--- src/rtl/adder_mp_seq.sv ---
// adder_mp_seq: multi-precision add/subtract sequencer time-sharing one external 8-bit adder
module adder_mp_seq #(
    parameter int NWORDS = 4,
    parameter int IDXW   = 4
) (
    input  logic                clk,
    input  logic                rst_n,
    input  logic                req_valid,
    output logic                req_ready,
    input  logic                req_sub,
    input  logic                req_cin,
    input  logic [8*NWORDS-1:0] req_a,
    input  logic [8*NWORDS-1:0] req_b,
    output logic [7:0]          add_a,
    output logic [7:0]          add_b,
    output logic                add_c,
    input  logic [7:0]          add_s,
    input  logic                add_cout,
    output logic                rsp_valid,
    input  logic                rsp_ready,
    output logic [8*NWORDS-1:0] rsp_sum,
    output logic                rsp_cout,
    output logic                rsp_ovf,
    output logic                rsp_zero,
    output logic                busy
);
    localparam int W = 8 * NWORDS;

    typedef enum logic [1:0] {IDLE, RUN, DONE} state_t;

    state_t          state, state_nx;
    logic [W-1:0]    a_r, bx_r, sum_r;
    logic [IDXW-1:0] idx;
    logic            carry, ovf_r, last;

    assign last = idx == IDXW'(NWORDS - 1);

    // state register
    always_ff @(posedge clk or negedge rst_n) begin
        if (!rst_n) state <= IDLE;
        else state <= state_nx;
    end

    // next-state: accept in IDLE, one slice per RUN cycle, hold result until taken
    always_comb begin
        state_nx = state;
        case (state)
            IDLE:    state_nx = req_valid ? RUN : IDLE;
            RUN:     state_nx = last ? DONE : RUN;
            DONE:    state_nx = rsp_ready ? IDLE : DONE;
            default: state_nx = IDLE;
        endcase
    end

    // operand latch, per-slice accumulation and carry chaining
    always_ff @(posedge clk or negedge rst_n) begin
        if (!rst_n) begin
            a_r   <= '0;
            bx_r  <= '0;
            sum_r <= '0;
            idx   <= '0;
            carry <= 1'b0;
            ovf_r <= 1'b0;
        end else if (state == IDLE && req_valid) begin
            a_r   <= req_a;
            bx_r  <= req_b ^ {W{req_sub}};
            carry <= req_sub | req_cin;
            idx   <= '0;
        end else if (state == RUN) begin
            sum_r[8*idx +: 8] <= add_s;
            carry             <= add_cout;
            if (!last) idx <= idx + 1'b1;
            if (last) ovf_r <= (a_r[W-1] == bx_r[W-1]) && (add_s[7] != a_r[W-1]);
        end
    end

    assign req_ready = state == IDLE;
    assign busy      = state != IDLE;
    assign rsp_valid = state == DONE;
    assign add_a     = state == RUN ? a_r[8*idx +: 8] : 8'd0;
    assign add_b     = state == RUN ? bx_r[8*idx +: 8] : 8'd0;
    assign add_c     = state == RUN ? carry : 1'b0;
    assign rsp_sum   = sum_r;
    assign rsp_cout  = carry;
    assign rsp_ovf   = ovf_r;
    assign rsp_zero  = state == DONE && sum_r == '0;
endmodule

--- config.mk ---
export PLATFORM = sky130hd
export DESIGN_NAME = adder_mp_seq
export DESIGN_NICKNAME = d
export VERILOG_FILES = /design/src/rtl/adder_mp_seq.sv
export SDC_FILE = /design/constraint.sdc
export NUM_CORES = 1
export LEC_CHECK = 0
export BUFFER_PORTS_ARGS = -buffer_cell sky130_fd_sc_hd__buf_2
export CAP_MARGIN = 10
export CORE_AREA = 5 5 134 136
export CTS_BUF_LIST = sky130_fd_sc_hd__clkbuf_16
export CTS_CLUSTER_SIZE = 8
export DETAILED_ROUTE_END_ITERATION = 7
export DIE_AREA = 0 0 139 141
export GPL_ROUTABILITY_DRIVEN = 0
export PLACE_DENSITY_LB_ADDON = 0.25
export SETUP_SLACK_MARGIN = 0.15
export SLEW_MARGIN = 0
export SYNTH_ARGS = -nofsm -noshare
export SYNTH_HDL_FRONTEND = slang
export SYNTH_SLANG_ARGS = --single-unit
--- constraint.sdc ---
create_clock -name clk -period 3.85 [get_ports clk]
set_input_delay 0.385 -clock clk [delete_from_list [all_inputs] [get_ports clk]]
set_output_delay 0.385 -clock clk [all_outputs]
set_load 0.005 [all_outputs]
## Word level (Yosys, flattened, before mapping)

Index checks and enable logic that the tools add are counted.

- Register bits: 104
- Bits of input ports: 79
- Output and inout port bits: 55
- Logic and storage cells: 45

- Add/sub/neg operators: 2
- Equal/unequal tests: 6
- Shift-type cells: 4
- Muxes and demuxes: 13
- Bitwise gates (word level): 3
- Reduce and logical (&&, ||, !) cells: 10

Operator list:

| cell | number |
|---|---|
| $shiftx A32 B8 Y8 | 2 |
| $neg A7 Y34 | 1 |
| $shift A8 B34 Y32 const A | 1 |
| $shiftx A8 B34 Y32 | 1 |
| $bwmux W32 | 1 |
| $logic_not A32 Y1 | 1 |
| $xor A32 B32 Y32 | 1 |
| $mux W8 | 2 |
| $mux W4 | 3 |
| $pmux W2 S3 | 1 |
| $add A4 B1 Y4 const B | 1 |
| $eq A4 B2 Y1 const B | 1 |
| $mux W1 | 4 |
| $mux W2 | 2 |
| $reduce_and A2 Y1 | 2 |
| $reduce_bool A2 Y1 | 2 |
| $logic_and A1 B1 Y1 | 3 |
| $reduce_and A3 Y1 | 1 |
| $eq A2 B1 Y1 const B | 1 |
| $eq A2 B2 Y1 const B | 1 |
| $logic_not A2 Y1 | 1 |
| $ne A2 B1 Y1 const B | 1 |
| $eq A1 B1 Y1 | 1 |
| $ne A1 B1 Y1 | 1 |
| 2 further kinds | 2 |

## Longest topological paths before layout

Gate-level depths: netlist of run 1.

- Word-level depth: 4
- Depth in mapped cells: 10
- Gate-level depth less buffers: 6

## Worst setup path after synthesis of run 1

OpenSTA, ideal clock, no wires.

- Path kind: register to register
- Start: register idx[0]
- End: register sum_r[0] (netlist: rsp_sum[0])
- Setup time: 0.079 ns
- Data arrival time: 2.613 ns
- Data required time: 3.771 ns
- Setup slack: 1.158 ns
- Stages on the path, launching flop included: 11
- Path buffers: 4
- Clock period less this slack: 2.692 ns
- Path through: dfrtp_1 -> buf_4 -> clkbuf_1 -> or3_1 -> ha_1 -> clkbuf_1 -> nor3_4 -> nand2_1 -> nor4b_1 -> buf_4 -> mux2i_1

- Longest elaborated chain between the ends: 3
- Elaborated cells on any way between the ends: 4
- Those cells by class: add/sub: 1; shift: 2; mux: 1

RTL lines:

| item | RTL line | RTL |
|---|---|---|
| start, declared | 33 | `logic [IDXW-1:0] idx;` |
| start signal, assigned | 72 | `if (!last) idx <= idx + 1'b1;` |
| $neg A7 Y34 * | 70 | `sum_r[8*idx +: 8] <= add_s;` |
| $shiftx A8 B34 Y32 or $shift A8 B34 Y32 (tied branches) | 70 |  |
| $bwmux W32 * | 70 |  |
| end signal, assigned by index | 70 |  |
| end, declared | 32 | `logic [W-1:0] a_r, bx_r, sum_r;` |

Mark *: on every way between the ends. The rest lies on a longest branch, timed or not.
A chain may end at the register's enable or synchronous reset.

## Worst setup path after layout of run 1

- Start: register idx[0]
- End: register sum_r[3] (netlist: rsp_sum[3])

The elaborated chain is that of the path after synthesis.

==> results of run 1 <==
## layout by cell type (no fill, tap or decap), drive strengths merged, types with 3 or more instances in the layout
cell type and n:
a21oi 36, and3 26, buf 140, bufinv 3, clkbuf 9, dfrtp 104
ha 3, inv 22, mux2 48, mux2i 17, mux4 16, nand2 21
nand4 3, nor2 40, nor4 8, o21ai 3, xnor2 34
## critical path, delay by kind of cell, from the launching register on
kind	cells	cell delay (ns)
buffers and inverters	3	0.89
and+or+nand+nor	3	0.74
adders and majority gates	1	0.48
DFF	1	0.35
muxes	1	0.22
## layer usage
| layer | wire [µm] | track usage (%) | vias up |
|---|---|---|---|
| met5 | 7 | 0 | - |
| met4 | 247 | 5.664 | 2 |
| met3 | 832 | 3.867 | 16 |
| met2 | 6118 | 21.32 | 113 |
| met1 | 5571 | 16.27 | 1788 |
| li1 | - | - | 1724 |
## area by class of cell
type                       instances  area, µm²  area share (%)
timing repair buffer             141      750.7           11.92
clock buffer                       9      225.2           3.576
clock inverter                     7      111.4           1.768
sequential                       104       2604           41.35
antenna                            1      2.502         0.03974
inverter                          21      78.83           1.252
multi-input combinational        274       2243           35.62
tap                              225      281.5           4.470
## flip-flops by register name, summed over array words and instances (netlist names)
signal	flops
rsp_cout	1
idx	4
rsp_ovf	1
bx_r	32
a_r	32
rsp_sum	32
state	2
## power by group through the flow
stage | Sequential [mW] | Clock [mW] | Combinational, mW
after floorplan | 1.86 | 0 | 1.58
after global placement | 1.92 | 0 | 2.29
after detailed placement | 1.95 | 0 | 2.33
after CTS | 1.93 | 1.06 | 2.34
after global routing | 1.99 | 1.10 | 2.54
final | 1.92 | 1.03 | 2.29
## kinds of logic after synthesis
| family | count (synthesis) |
|---|---|
| AND/OR/NAND/NOR | 113 |
| flip-flops | 104 |
| multiplexers | 81 |
| buffers and inverters | 49 |
| AO/OA/AOI/OAI | 42 |
| XOR/XNOR | 35 |
| adder cells (fa/ha/maj) | 3 |
## final timing paths
| path | start | end |
|---|---|---|
| max | idx[0]$_DFFE_PN0P_ | rsp_sum[3]$_DFFE_PN0P_ |
| min | req_a[18] | a_r[18]$_DFFE_PN0P_ |
| max reg2reg | idx[0]$_DFFE_PN0P_ | rsp_sum[3]$_DFFE_PN0P_ |
| min reg2reg | a_r[16]$_DFFE_PN0P_ | a_r[16]$_DFFE_PN0P_ |
| max in group asynchronous | rst_n | rsp_sum[6]$_DFFE_PN0P_ |
| min in group asynchronous | rst_n | a_r[21]$_DFFE_PN0P_ |
## metrics by stage
| step | util (%) | setup slack [ns] | power (mW) | std cells | hold slack, ns |
|---|---|---|---|---|---|
| floorplan | - | 1.158 | 3.442 | 427 | 0.08941 |
| global placement | 35.21 | 1.081 | 4.210 | 763 | 0.4866 |
| detailed placement | 35.21 | 1.025 | 4.284 | 763 | 0.4905 |
| CTS | 37.21 | 1.013 | 5.337 | 779 | 0.2472 |
| global route | 37.45 | 0.7510 | 5.628 | 782 | 0.2536 |
| finish | 37.45 | 1.071 | 5.244 | 782 | 0.2661 |
## timing repair
action	CTS	global route
hold buffers	0	1
resized for setup	0	0
endpoints found under the hold margin	0	15
==> run metrics, run 1 <==
status completed; fraction of layout cells with a size suffix above 1 41.19%; Synth warnings 0; flop-to-flop setup slack 1.07 ns; fin nets 633; Worst Tran Pin Value 1.084 ns; Netlist cell types 36; largest family of logic cells by synthesized area multiplexers; Clock Path Buffers 2; Synth Area in XOR/XNOR 6.082%; vias in the first global route 3858; post-CTS setup buffer count 0; path depth of the worst reg2reg path 8; Async SR Flop Fraction 100.0%; fmax 0.3599 GHz; final hold viol count 0; DP HPWL 9210 µm; Fillers 1727; most frequent cell after synthesis dfrtp_1; post-synthesis compound-gate area fraction 4.295%; period utilization 72.17%; internal power 3.436 mW; Tmin final 2.779 ns; Clock Skews 0.005138 ns; CP most frequent cell buf_4; Initial DRT Pass Iterations 6; Leak 2.951 nW; CTS sink cnt 104; Setup CP Type register to register; leading area contributor after synthesis dfrtp_1; initial DRC count 121; crit path DAT 3.04 ns; Final ANT Viol Nets 0; max-cap viol count 0; reported net switching power 1.808 mW; critical path's largest stage delay 0.48 ns; RSZ-0062 raised after global routing no; Vias 3643; worst rel slew slack 27.70%; CP startpoint kind register; Buffers on Ports 133; WL final 12780 µm; Root Buffer clkbuf_16; Core Area 16820 µm²; worst-path maximum fanout 31; Synth Area in Simple Gates 11.92%; WL per Instance 16.34 µm; # IOs 134; CTS H-tree depth 3; adder-cell area share of the yosys netlist 0.7448%; worst hold path class input port to register; Syn Nets 509; drc violations 0; CTS buffer count 9; Clock power frac 19.6%; pin count of the biggest net entering global routing 104; Synth Flop Type dfrtp_1; crit end category register; Sequential Power Share 36.7%; Die X 139 µm; endpoints failing setup 0; cell area after synthesis 5040 µm²; sequential share of the synthesized area 51.64%; Row Count 48; clock-pin slew on the worst setup and hold paths 0.07 ns; GR Overflow Total 0; Pwr per Cell Area 832.8 nW/µm²; starting density of the core 29.97%; Area growth, synth to finish 24.95%; ranking of synthesized cells by area dfrtp_1 52%, mux2_2 11%, mux4_2 7.1%; Yosys top cell area share 51.64%; number of synthesized flops with an enable pin 0; CTS tree built; mux contribution to synthesized area 21.25%; hold depth 2; die height 141 µm; global-route wire length before repair 20390 µm; switch share 34.47%; Via density 4.659; Slowest-stage cell, CP ha_1; Avg Cell Area, Syn 11.80 µm²; placed cell area 5921 µm²; Total GRT Usage 13.10%; setup tns final 0 ns; CP required 4.12 ns; die area 19600 µm²; Comb pwr share 43.7%; top cells by count, synth 104 x dfrtp_1, 48 x mux2_2, 40 x nor2_1, 36 x a21oi_1, 34 x xnor2_1; initial antenna violation count 2; Gate Count Post-Synth 427; Post-Layout Inst Area 6297 µm²; ordered cell list for the critical path buf_4 -> inv_1 -> ha_1 -> nor3_4 -> nand2_1 -> nor4b_2 -> buf_4 -> mux2i_1; maximum vdd ir drop 0.3239 mV; Final Slew Violations 0; worst skew pair latency 0.35 ns; #FFs+latches synth 104
Power figures use the tool's default switching activity.
==> run 2, diff against run 1 <==
- clock period: 3.85 -> 2.8 ns (I/O delays scaled with it)
==> run metrics, run 2 (same netlist as run 1, synthesis figures left out) <==
maximum vdd ir drop 0.3734 mV (+15%); # IOs 134 (unchanged); Core Area 16820 µm² (unchanged); Total GRT Usage 13.45% (+0.35 points); Setup CP Type register to register; DP Worst Slack 0.4141 ns (-0.6110 ns); Leak 2.934 nW (-0.58%); crit path DAT 2.62 ns (-0.42 ns); post-CTS sizing 0 (unchanged); drc violations 0 (unchanged); vias in the first global route 3866 (+0.21%); CTS sink cnt 104 (unchanged); post-CTS setup buffer count 0 (unchanged); CTS tree built; Final ANT Viol Nets 0 (unchanged); WL final 12920 µm (+1.1%); reg-to-reg endpoint rsp_sum[29]$_DFFE_PN0P_; CTS buffer count 9 (unchanged); Die X 139 µm (unchanged); Area growth, synth to finish 24.01%; worst skew pair latency 0.35 ns (about the same); endpoints failing setup 0 (unchanged); Worst Hold Slack 0.0005314 ns (-0.2655 ns); Buffers on Ports 133 (unchanged); global-route wire length before repair 21000 µm (+3.0%); reg2reg start idx[0]$_DFFE_PN0P_; placed cell area 5983 µm² (+1.1%); die height 141 µm (unchanged); Final Non-Filler Cells 784 (+0.26%); worst rel slew slack 40.10% (+12 points); worst-path maximum fanout 13 (-58%); commonest non-fill, non-tap cells in the layout 132 x buf_2, 103 x dfrtp_1, 48 x mux2_2, 40 x nor2_1, 36 x a21oi_1; Via density 4.667 (+0.18%); status completed; # diodes 0 (-1); Clock Path Buffers 2 (unchanged); die area 19600 µm² (unchanged); fmax 0.4175 GHz (+16%); DP HPWL 9340 µm (+1.4%); Pwr per Cell Area 1121 nW/µm² (+35%); CTS Hold Bufs 0 (unchanged); Worst Tran Pin Value 0.8985 ns (-0.1860 ns); final worst setup slack 0.4048 ns (-0.6665 ns); placed insts 768 (+0.66%); Tmin final 2.395 ns (-0.3835 ns); CP required 3.02 ns (-1.10 ns); Root Buffer clkbuf_16; Clock Skews 0.01159 ns (+0.006450 ns); CP startpoint kind register; clock-pin slew on the worst setup and hold paths 0.07 ns (about the same); fin nets 636 (+0.47%); Row Count 48 (unchanged); RSZ-0062 raised after global routing no; path depth of the worst reg2reg path 5 (-3); GR Overflow Total 0 (unchanged); flop-to-flop setup slack 0.40 ns (-0.67 ns); starting density of the core 29.97% (unchanged); pin count of the biggest net entering global routing 105 (+0.96%); setup tns final 0 ns (unchanged); period utilization 85.54% (+13 points); commonest non-fill, non-tap cell in the layout buf_2; Vias 3659 (+0.44%); Final Slew Violations 0 (unchanged); crit end category register; fraction of layout cells with a size suffix above 1 41.50% (+0.32 points); initial DRC count 101 (-17%); worst hold path class input port to async pin; initial antenna violation count 0 (-2); CTS H-tree depth 3 (unchanged); WL per Instance 16.48 µm (+0.88%); Initial DRT Pass Iterations 4 (-2); final hold viol count 0 (unchanged); Post-Layout Inst Area 6250 µm² (-0.76%); max-cap viol count 0 (unchanged)
==> run 2: cell types whose count changed in the layout (fill, tap and decap cells not counted), sizes merged <==
| cell | previous run | this run |
|---|---|---|
| buf | 140 | 144 |
| bufinv | 3 | 0 |
| clkinv | 2 | 3 |
| clkinvlp | 1 | 2 |
| diode | 1 | 0 |
| dlygate4sd3 | 1 | 0 |
| inv | 22 | 23 |
==> run 2: cell type report <==
cell class | instances | area [µm²]
repair buffers | 144 | 775.7
inverters | 21 | 78.83
flip-flops and latches | 104 | 2604
fillers | 1717 | 10570
clock buffers | 9 | 225.2
multi-input cells | 274 | 2243
clock inverters | 7 | 41.29
well taps | 225 | 281.5
==> run 2: critical path, cell delays in order, from the launching register on <==
cell	delay, ns
dfrtp_2	0.48
or3_1	0.40
ha_1	0.30
and3_2	0.22
nor4b_4	0.47
mux2_2	0.40
==> run 2: per-stage QoR <==
stage                     total power, mW  util [%]
after global placement              5.840     35.58
final                               7.005     37.17
after floorplan                     4.755         -
after global routing                7.565     37.17
after detailed placement            5.945     35.58
after CTS                           7.139     37.17
==> run 2: worst max-delay path by stage <==
stage | slack (ns) | start | end
4_1_cts | 0.39 | idx[0]$_DFFE_PN0P_ | rsp_sum[29]$_DFFE_PN0P_
3_5_place_dp | 0.41 | idx[0]$_DFFE_PN0P_ | rsp_sum[29]$_DFFE_PN0P_
2_1_floorplan | 0.16 | idx[0]$_DFFE_PN0P_ | rsp_sum[0]$_DFFE_PN0P_
5_1_grt | 0.29 | idx[0]$_DFFE_PN0P_ | rsp_sum[29]$_DFFE_PN0P_
3_3_place_gp | 0.49 | idx[0]$_DFFE_PN0P_ | rsp_sum[28]$_DFFE_PN0P_
6_report | 0.40 | idx[0]$_DFFE_PN0P_ | rsp_sum[29]$_DFFE_PN0P_
==> run 2: power breakdown <==
| group | internal (mW) | switching [mW] | leakage, nW |
|---|---|---|---|
| logic | 1.69 | 1.50 | 1.56 |
| clock network | 0.595 | 0.563 | 0.134 |
| registers | 2.21 | 0.451 | 1.24 |
| total | 4.49 | 2.51 | 2.93 |
==> run 2: routing by layer <==
metal / vias to the layer above / part of all wire [%] / global-route usage (%)
met4: 0 / 1.5 / 4.737
met2: 115 / 48 / 21.86
met1: 1794 / 44 / 17.35
met3: 13 / 6.3 / 3.731
met5: - / 0 / 0
li1: 1737 / - / -
